$ cat src/rtl/matrix_mem_bank.sv
// matrix_mem_bank: ROWS x COLS matrix store with (row,col) write, registered random read and a row/column stream port.
// Latency: write visible to reads 1 cycle later; rd_data 1 cycle after rd_en; first stream element 1 cycle after burst_start.
// Backpressure: s_valid/s_data/s_last hold while s_ready=0; one element per cycle while s_ready=1, no bubbles.
//
// Ports:
//   clk, rst                         clock and synchronous active-high reset
//   wr_en/wr_row/wr_col/wr_data      synchronous write, out-of-range dropped
//   rd_en/rd_row/rd_col              random read request
//   rd_data/rd_valid                 registered read result (0 for out-of-range)
//   burst_start/burst_dir/burst_idx  stream request: dir 0 = row idx, dir 1 = column idx
//   burst_err                        one-cycle pulse for a rejected (out-of-range) request
//   burst_busy                       stream in progress
//   s_data/s_valid/s_ready/s_last    valid/ready stream output
//   init_busy                        post-reset clear in progress
module matrix_mem_bank #(
  parameter int ROWS  = 2,
  parameter int COLS  = 2,
  parameter int WIDTH = 8,
  localparam int RAW = (ROWS > 1) ? $clog2(ROWS) : 1,
  localparam int CAW = (COLS > 1) ? $clog2(COLS) : 1,
  localparam int IW  = (RAW > CAW) ? RAW : CAW
) (
  input  logic             clk,
  input  logic             rst,
  input  logic             wr_en,
  input  logic [RAW-1:0]   wr_row,
  input  logic [CAW-1:0]   wr_col,
  input  logic [WIDTH-1:0] wr_data,
  input  logic             rd_en,
  input  logic [RAW-1:0]   rd_row,
  input  logic [CAW-1:0]   rd_col,
  output logic [WIDTH-1:0] rd_data,
  output logic             rd_valid,
  input  logic             burst_start,
  input  logic             burst_dir,
  input  logic [IW-1:0]    burst_idx,
  output logic             burst_err,
  output logic             burst_busy,
  output logic [WIDTH-1:0] s_data,
  output logic             s_valid,
  input  logic             s_ready,
  output logic             s_last,
  output logic             init_busy
);

  localparam int N  = ROWS * COLS;
  localparam int AW = (N > 1) ? $clog2(N) : 1;
  // Element counter must be able to hold max(ROWS,COLS), which is <= 2**IW.
  localparam int KW = IW + 1;
  localparam logic [AW-1:0] LAST_ENTRY = AW'(N - 1);

  typedef enum logic [1:0] {INIT, IDLE, BURST} state_t;

  state_t state, state_nxt;

  logic [WIDTH-1:0] mem [N];
  logic [AW-1:0]    init_cnt;

  // Latched burst descriptor and index of the element to load next.
  logic             b_dir;
  logic [IW-1:0]    b_idx;
  logic [KW-1:0]    b_cnt;

  // Control strobes decoded from the state.
  logic clr_en;
  logic cmd_ok;
  logic start_ok;
  logic start_err;
  logic hs;

  logic wr_in_range;
  logic rd_in_range;
  logic start_in_range;
  int   start_len;
  int   b_len;

  logic [AW-1:0] wr_addr;
  logic [AW-1:0] rd_addr;
  logic [AW-1:0] start_addr;
  logic [AW-1:0] nxt_addr;

  // Row-major flattening of (row, col).
  function automatic logic [AW-1:0] flat(input int r, input int c);
    return AW'(r * COLS + c);
  endfunction

  assign wr_in_range    = (32'(wr_row) < ROWS) && (32'(wr_col) < COLS);
  assign rd_in_range    = (32'(rd_row) < ROWS) && (32'(rd_col) < COLS);
  assign start_in_range = burst_dir ? (32'(burst_idx) < COLS) : (32'(burst_idx) < ROWS);
  assign start_len      = burst_dir ? ROWS : COLS;
  assign b_len          = b_dir ? ROWS : COLS;

  assign wr_addr    = flat(32'(wr_row), 32'(wr_col));
  assign rd_addr    = flat(32'(rd_row), 32'(rd_col));
  assign start_addr = burst_dir ? flat(0, 32'(burst_idx)) : flat(32'(burst_idx), 0);
  assign nxt_addr   = b_dir ? flat(32'(b_cnt), 32'(b_idx)) : flat(32'(b_idx), 32'(b_cnt));

  // ---------------------------------------------------------------- FSM
  always_ff @(posedge clk) begin
    if (rst) state <= INIT;
    else     state <= state_nxt;
  end

  always_comb begin
    state_nxt = state;
    case (state)
      INIT:    if (init_cnt == LAST_ENTRY) state_nxt = IDLE;
      IDLE:    if (burst_start && start_in_range) state_nxt = BURST;
      BURST:   if (s_valid && s_ready && s_last) state_nxt = IDLE;
      default: state_nxt = INIT;
    endcase
  end

  always_comb begin
    init_busy  = (state == INIT);
    burst_busy = (state == BURST);
    clr_en     = (state == INIT);
    cmd_ok     = (state != INIT);
    start_ok   = (state == IDLE) && burst_start && start_in_range;
    start_err  = (state == IDLE) && burst_start && !start_in_range;
    hs         = (state == BURST) && s_valid && s_ready;
  end

  // ---------------------------------------------------------------- clear counter
  always_ff @(posedge clk) begin
    if (rst) begin
      init_cnt <= '0;
    end else if (clr_en) begin
      init_cnt <= (init_cnt == LAST_ENTRY) ? '0 : init_cnt + AW'(1);
    end
  end

  // ---------------------------------------------------------------- storage
  // Reads below use the pre-edge contents, so a same-cycle read/fetch of the
  // entry being written returns the old value.
  always_ff @(posedge clk) begin
    if (!rst) begin
      if (clr_en)
        mem[init_cnt] <= '0;
      else if (wr_en && wr_in_range)
        mem[wr_addr] <= wr_data;
    end
  end

  // ---------------------------------------------------------------- random read
  always_ff @(posedge clk) begin
    if (rst) begin
      rd_data  <= '0;
      rd_valid <= 1'b0;
    end else if (cmd_ok && rd_en) begin
      rd_valid <= 1'b1;
      rd_data  <= rd_in_range ? mem[rd_addr] : '0;
    end else begin
      rd_valid <= 1'b0;
    end
  end

  // ---------------------------------------------------------------- stream
  // Each element is fetched on the edge it enters s_data, so writes to
  // elements not yet emitted show up in the stream.
  always_ff @(posedge clk) begin
    if (rst) begin
      s_valid   <= 1'b0;
      s_last    <= 1'b0;
      s_data    <= '0;
      b_dir     <= 1'b0;
      b_idx     <= '0;
      b_cnt     <= '0;
      burst_err <= 1'b0;
    end else begin
      burst_err <= start_err;
      if (start_ok) begin
        b_dir   <= burst_dir;
        b_idx   <= burst_idx;
        b_cnt   <= KW'(1);
        s_valid <= 1'b1;
        s_data  <= mem[start_addr];
        s_last  <= (start_len == 1);
      end else if (hs) begin
        if (s_last) begin
          s_valid <= 1'b0;
          s_last  <= 1'b0;
        end else begin
          s_data <= mem[nxt_addr];
          s_last <= (32'(b_cnt) == b_len - 1);
          b_cnt  <= b_cnt + KW'(1);
        end
      end
    end
  end

endmodule

$ cat config.mk
export PLATFORM = sky130hd
export DESIGN_NAME = matrix_mem_bank
export DESIGN_NICKNAME = d
export VERILOG_FILES = /design/src/rtl/matrix_mem_bank.sv
export SDC_FILE = /design/constraint.sdc
export NUM_CORES = 1
export LEC_CHECK = 0
export CAP_MARGIN = 15
export CORE_MARGIN = 1.5
export CORE_UTILIZATION = 30
export CTS_CLUSTER_SIZE = 16
export DETAILED_ROUTE_END_ITERATION = 8
export PLACE_DENSITY = 0.58
export SLEW_MARGIN = 10
export SYNTH_ARGS = -nofsm -noshare
export SYNTH_HDL_FRONTEND = slang
export SYNTH_SLANG_ARGS = --single-unit
$ cat constraint.sdc
create_clock -name clk -period 4.5 [get_ports clk]
set_input_delay 1.35 -clock clk [delete_from_list [all_inputs] [get_ports clk]]
set_output_delay 1.35 -clock clk [all_outputs]
set_load 0.05 [all_outputs]
Word level (Yosys, flattened, before mapping)
Memories as Yosys holds them, arrays and structs flattened. A register that Yosys moved wholly into a read port is not among the register bits.
Index checks and enable logic that the tools add are counted.
{"block": "totals", "input_bits": 20, "ramBits": 32, "mem_count": 1, "regBits": 19}
{"memory": "mem", "words": 4, "width": 8, "rd": 3, "rd_ports_with_merged_regs": 1, "write_ports": 1, "line_no": "56", "text": "logic [WIDTH-1:0] mem [N];"}
{"block": "classes", "eq_ne": 8, "n_mux": 28, "addsub": 6, "n_reduce_logical": 16, "bitwise_logic": 1}
{"cell": "$mux 8", "n": 4}
{"cell": "$mux 1", "n": 16}
{"cell": "$mux 2", "n": 7}
{"cell": "$reduce_or 8->1", "n": 1}
{"cell": "$add 2x1->2", "n": 3}
{"cell": "$logic_and 1x1->1", "n": 6}
{"cell": "$ne 2x1->1 const B", "n": 3}
{"cell": "$pmux 2 s3", "n": 1}
{"cell": "$reduce_and 2->1", "n": 3}
{"cell": "$reduce_bool 2->1", "n": 3}
{"cell": "$add 2x1->2 const B", "n": 2}
{"cell": "$eq 2x1->1 const B", "n": 2}
{"cell": "$eq 2x2->1 const B", "n": 2}
{"cell": "$reduce_and 3->1", "n": 1}
{"cell": "$add 2x2->2", "n": 1}
{"cell": "$logic_not 2->1", "n": 1}
{"cell": "$ne 2x2->1 const B", "n": 1}
{"cell": "$reduce_or 2->1", "n": 1}
{"cell": "$not 1->1", "n": 1}

Logic depth before layout (Yosys ltp)
{"block": "depth", "depth_word": 6, "mapped_depth": 6}

Worst setup path after synthesis
No wires, ideal clock.
{"block": "synth_timing", "path_kind": "input-to-reg", "startpoint": "input port rst", "endpoint": "memory mem[3][0] (enable)", "stages": 5, "required_ns": 4.117, "arrival_ns": 2.461, "path_slack_ns": 1.656, "setup_time_ns": 0.383, "path_cell_list": "inv_1 > and3_4 > buf_6 > mux2i_2 > nor3_1"}
{"block": "synth_between", "elab_chain_cells": 4, "word_cells_on_any_way": 7}
{"item": "from (decl)", "line_no": "24", "text": "input logic rst,"}
{"item": "$mux 1", "line_no": "137", "text": "if (!rst) begin"}
{"item": "$mux 1 (not written as such)", "line_no": "141", "text": "mem[wr_addr] <= wr_data;"}
{"item": "$reduce_or 8->1 (no line)"}
{"item": "$mux 2 (no line) or $mux 1 (tied branches)"}
{"item": "to (decl)", "line_no": "56"}
Several ways; a longest one is shown, not always the timed one.

Worst setup path after layout
{"block": "layout_timing", "startpoint": "register state[0]", "endpoint": "output port init_busy"}
{"block": "layout_between", "elab_chain_cells": 1}
{"item": "from (decl)", "line_no": "54", "text": "state_t state, state_nxt;"}
{"item": "from (signal assigned)", "line_no": "101", "text": "else state <= state_nxt;"}
{"item": "$logic_not 2->1", "line_no": "115", "text": "init_busy = (state == INIT);"}
{"item": "to (decl)", "line_no": "43", "text": "output logic init_busy"}
Every way passes these cells.

==> flow_metrics.env <==
export IMPL_synth_compound_area_frac=0.198
export IMPL_hold_violations=0
export IMPL_hold_class="reg -> reg"
export IMPL_placed_area_mm2=0.00364
export IMPL_ys_ff_latch=59
export IMPL_initial_core_util=0.309
export IMPL_drv_slew=0
export IMPL_finClkSkew_ps=13.4
export IMPL_ctsResizeCount=0
export IMPL_worst_pin_slew_ps=1070
export IMPL_grt_overflow=0
export IMPL_hpwl_um=5770
export IMPL_design_core_area_mm2=0.0103
export IMPL_netlist_area_mm2=0.00319
export IMPL_fin_util=0.371
export IMPL_cp_max_fo=10
export IMPL_area_delta_synth_final_pct=20.1
export IMPL_synth_seq_area_share=0.471
export IMPL_cts_tree="done"
export IMPL_fmaxAchievable_mhz=296
export IMPL_drv_cap=0
export IMPL_die_h_um=106
export IMPL_postCtsHoldBufs=0
export IMPL_synthTopCellsByArea="edfxtp_1 (30%), dfxtp_1 (17%), mux2_2 (5.7%)"
export IMPL_path_class="reg -> out"
export IMPL_nets=341
export IMPL_powerDensity_mw_per_mm2=472
export IMPL_post_route_period_util=0.750
export IMPL_slew_limit_headroom=0.284
export IMPL_wl_um=8140
export IMPL_gp_congestion=0.819
export IMPL_cp_end_kind="output port"
export IMPL_rsz0062_at_grt="false"
export IMPL_syn_num_nets=317
export IMPL_htreeDepth=3
export IMPL_drtIter0Drc=128
export IMPL_ant_nets=0
export IMPL_io_pins=42
export IMPL_yosys_area_share_simple=0.126
export IMPL_vias_per_cell=5.34
export IMPL_clk_pin_slew_ps=70
export IMPL_ys_warn_count=0
export IMPL_final_fill_count=1038
export IMPL_synth_edf_count=32
export IMPL_synth_area_mux_share=0.142
export IMPL_num_vias=2455
export IMPL_period_needed_ps=3370
export IMPL_setup_violations=0
export IMPL_synthArstFlopShare=0
export IMPL_yosysUniqueCellTypes=42
export IMPL_ir_worst_vdd_uv=156
export IMPL_p_leak_uw=0.00124
export IMPL_clk_latency_ps=340
export IMPL_grt_max_degree=31
export IMPL_synth_top_family_by_area="compound AO/OA/AOI/OAI gates"
export IMPL_grt_pass1_vias=2402
export IMPL_port_buffers=40
export IMPL_cts_buffers=9
export IMPL_synth_most_common_cell="edfxtp_1"
export IMPL_syn_avg_cell_area_um2=10.8
export IMPL_synthXorXnorAreaFrac=0.00549
export IMPL_finalInstanceArea_mm2=0.00383
export IMPL_critPathRequiredTime_ps=3150
export IMPL_crit_arrival_ps=2020
export IMPL_wl_per_cell_um=17.7
export IMPL_n_antenna_cell=0
export IMPL_cts_setup_buffers=0
export IMPL_drive_gt1_frac=0.142
export IMPL_drt_pass1_iter_count=4
export IMPL_yosysTopAreaCell="edfxtp_1"
export IMPL_die_x_um=106
export IMPL_cts_max_path_buffers=2
export IMPL_grtUsageTotal=0.151
export IMPL_cts_sinks=59
export IMPL_die_area_mm2=0.0113
export IMPL_num_rows=37
export IMPL_drc=0
export IMPL_startpoint_type="register"
export IMPL_status="completed"
export IMPL_synth_top_area_share=0.301
export IMPL_yosys_top_cells_count="edfxtp_1 (32), dfxtp_1 (27), a21oi_1 (25), nand2_1 (23)"
export IMPL_synth_flop_cell="edfxtp_1"
export IMPL_grt_pass1_wl_um=13000
export IMPL_tns_ps=0
export IMPL_synthCells=295
export IMPL_synthAdderAreaFrac=0.00785
export IMPL_root_buffer="clkbuf_8"
export IMPL_antenna_found_initial=0
==> cell usage in the layout (no fill, tap or decap), types with 2 or more instances in the layout <==
cell and n:
o21ai_0 4, clkbuf_8 9, dfxtp_1 27, o21a_1 8
a221oi_1 16, o221ai_1 8, nor3b_1 2, nand2_1 23
ha_1 2, a21oi_1 25, and2_1 10, clkdlybuf4s50_1 40
nand2b_1 3, xnor2_1 2, nor2_1 15, a22oi_1 16
clkinv_2 3, nor3_1 3, edfxtp_1 32, inv_1 4
mux2_2 16, nor2b_1 11, clkinvlp_4 2, buf_4 2
mux4_2 8, mux2i_1 8, a32oi_1 8
==> registers in the layout, indices dropped and copies added, names as in the netlist <==
register / count
b_dir: 1
rd_valid: 1
b_idx: 1
s_data: 8
state: 2
b_cnt: 2
s_valid: 1
s_last: 1
mem: 32
rd_data: 8
init_cnt: 2
==> through the flow <==
stage,hold slack (ps),worst slack [ps],power [µW],std cells
after floorplan,464,1660,1180,295
after global placement,450,1180,1340,444
after detailed placement,455,1140,1350,444
after CTS,465,1100,1820,460
after global routing,488,1020,1900,460
final,460,1130,1810,460
==> layout make-up <==
type / instances / area (µm²) / share of cell area
multi-input cells: 203 / 1540 / 0.401
clock inverters: 7 / 68.8 / 0.0180
inverters: 4 / 15.0 / 0.00392
clock buffers: 9 / 124 / 0.0323
repair buffers: 42 / 415 / 0.108
well taps: 136 / 170 / 0.0444
flip-flops and latches: 59 / 1500 / 0.392
==> logic make-up (layout without fill, tap and decap cells) <==
family	Yosys count	in the layout
adders and majority gates	2	2
other	1	1
muxes	33	33
AOI/OAI and AO/OA	88	88
and+or+nand+nor	77	77
buffers and inverters	33	62
DFF	59	59
xor gates and xnor gates	2	2
==> power by group <==
part	total (µW)	internal, µW	switching, µW
combinational	551	232	319
clock	470	253	217
sequential	786	681	105
==> worst max-delay path: stages, from the launching register on <==
cell,delay [ps]
dfxtp_1,340
or2_1,360
inv_1,170
clkdlybuf4s50_1,820
==> layer usage <==
layer / share of wire / up-vias / routed length (µm) / track usage
met5: 0 / - / 0 / 0
met1: 0.45 / 1199 / 3660 / 0.201
met4: 0.014 / 0 / 118 / 0.0541
met2: 0.48 / 74 / 3900 / 0.237
met3: 0.057 / 9 / 466 / 0.0368
li1: - / 1173 / - / -
==> final timing paths <==
check,from,to,slack [ps],depth (start not counted)
setup reg to reg,b_idx,s_data[6],2120,4
setup / recovery,state[0],init_busy,1130,3
hold reg to reg,rd_data[0],rd_data[0],460,2
hold / removal,rd_data[0],rd_data[0],460,2
Power figures use the tool's default switching activity.
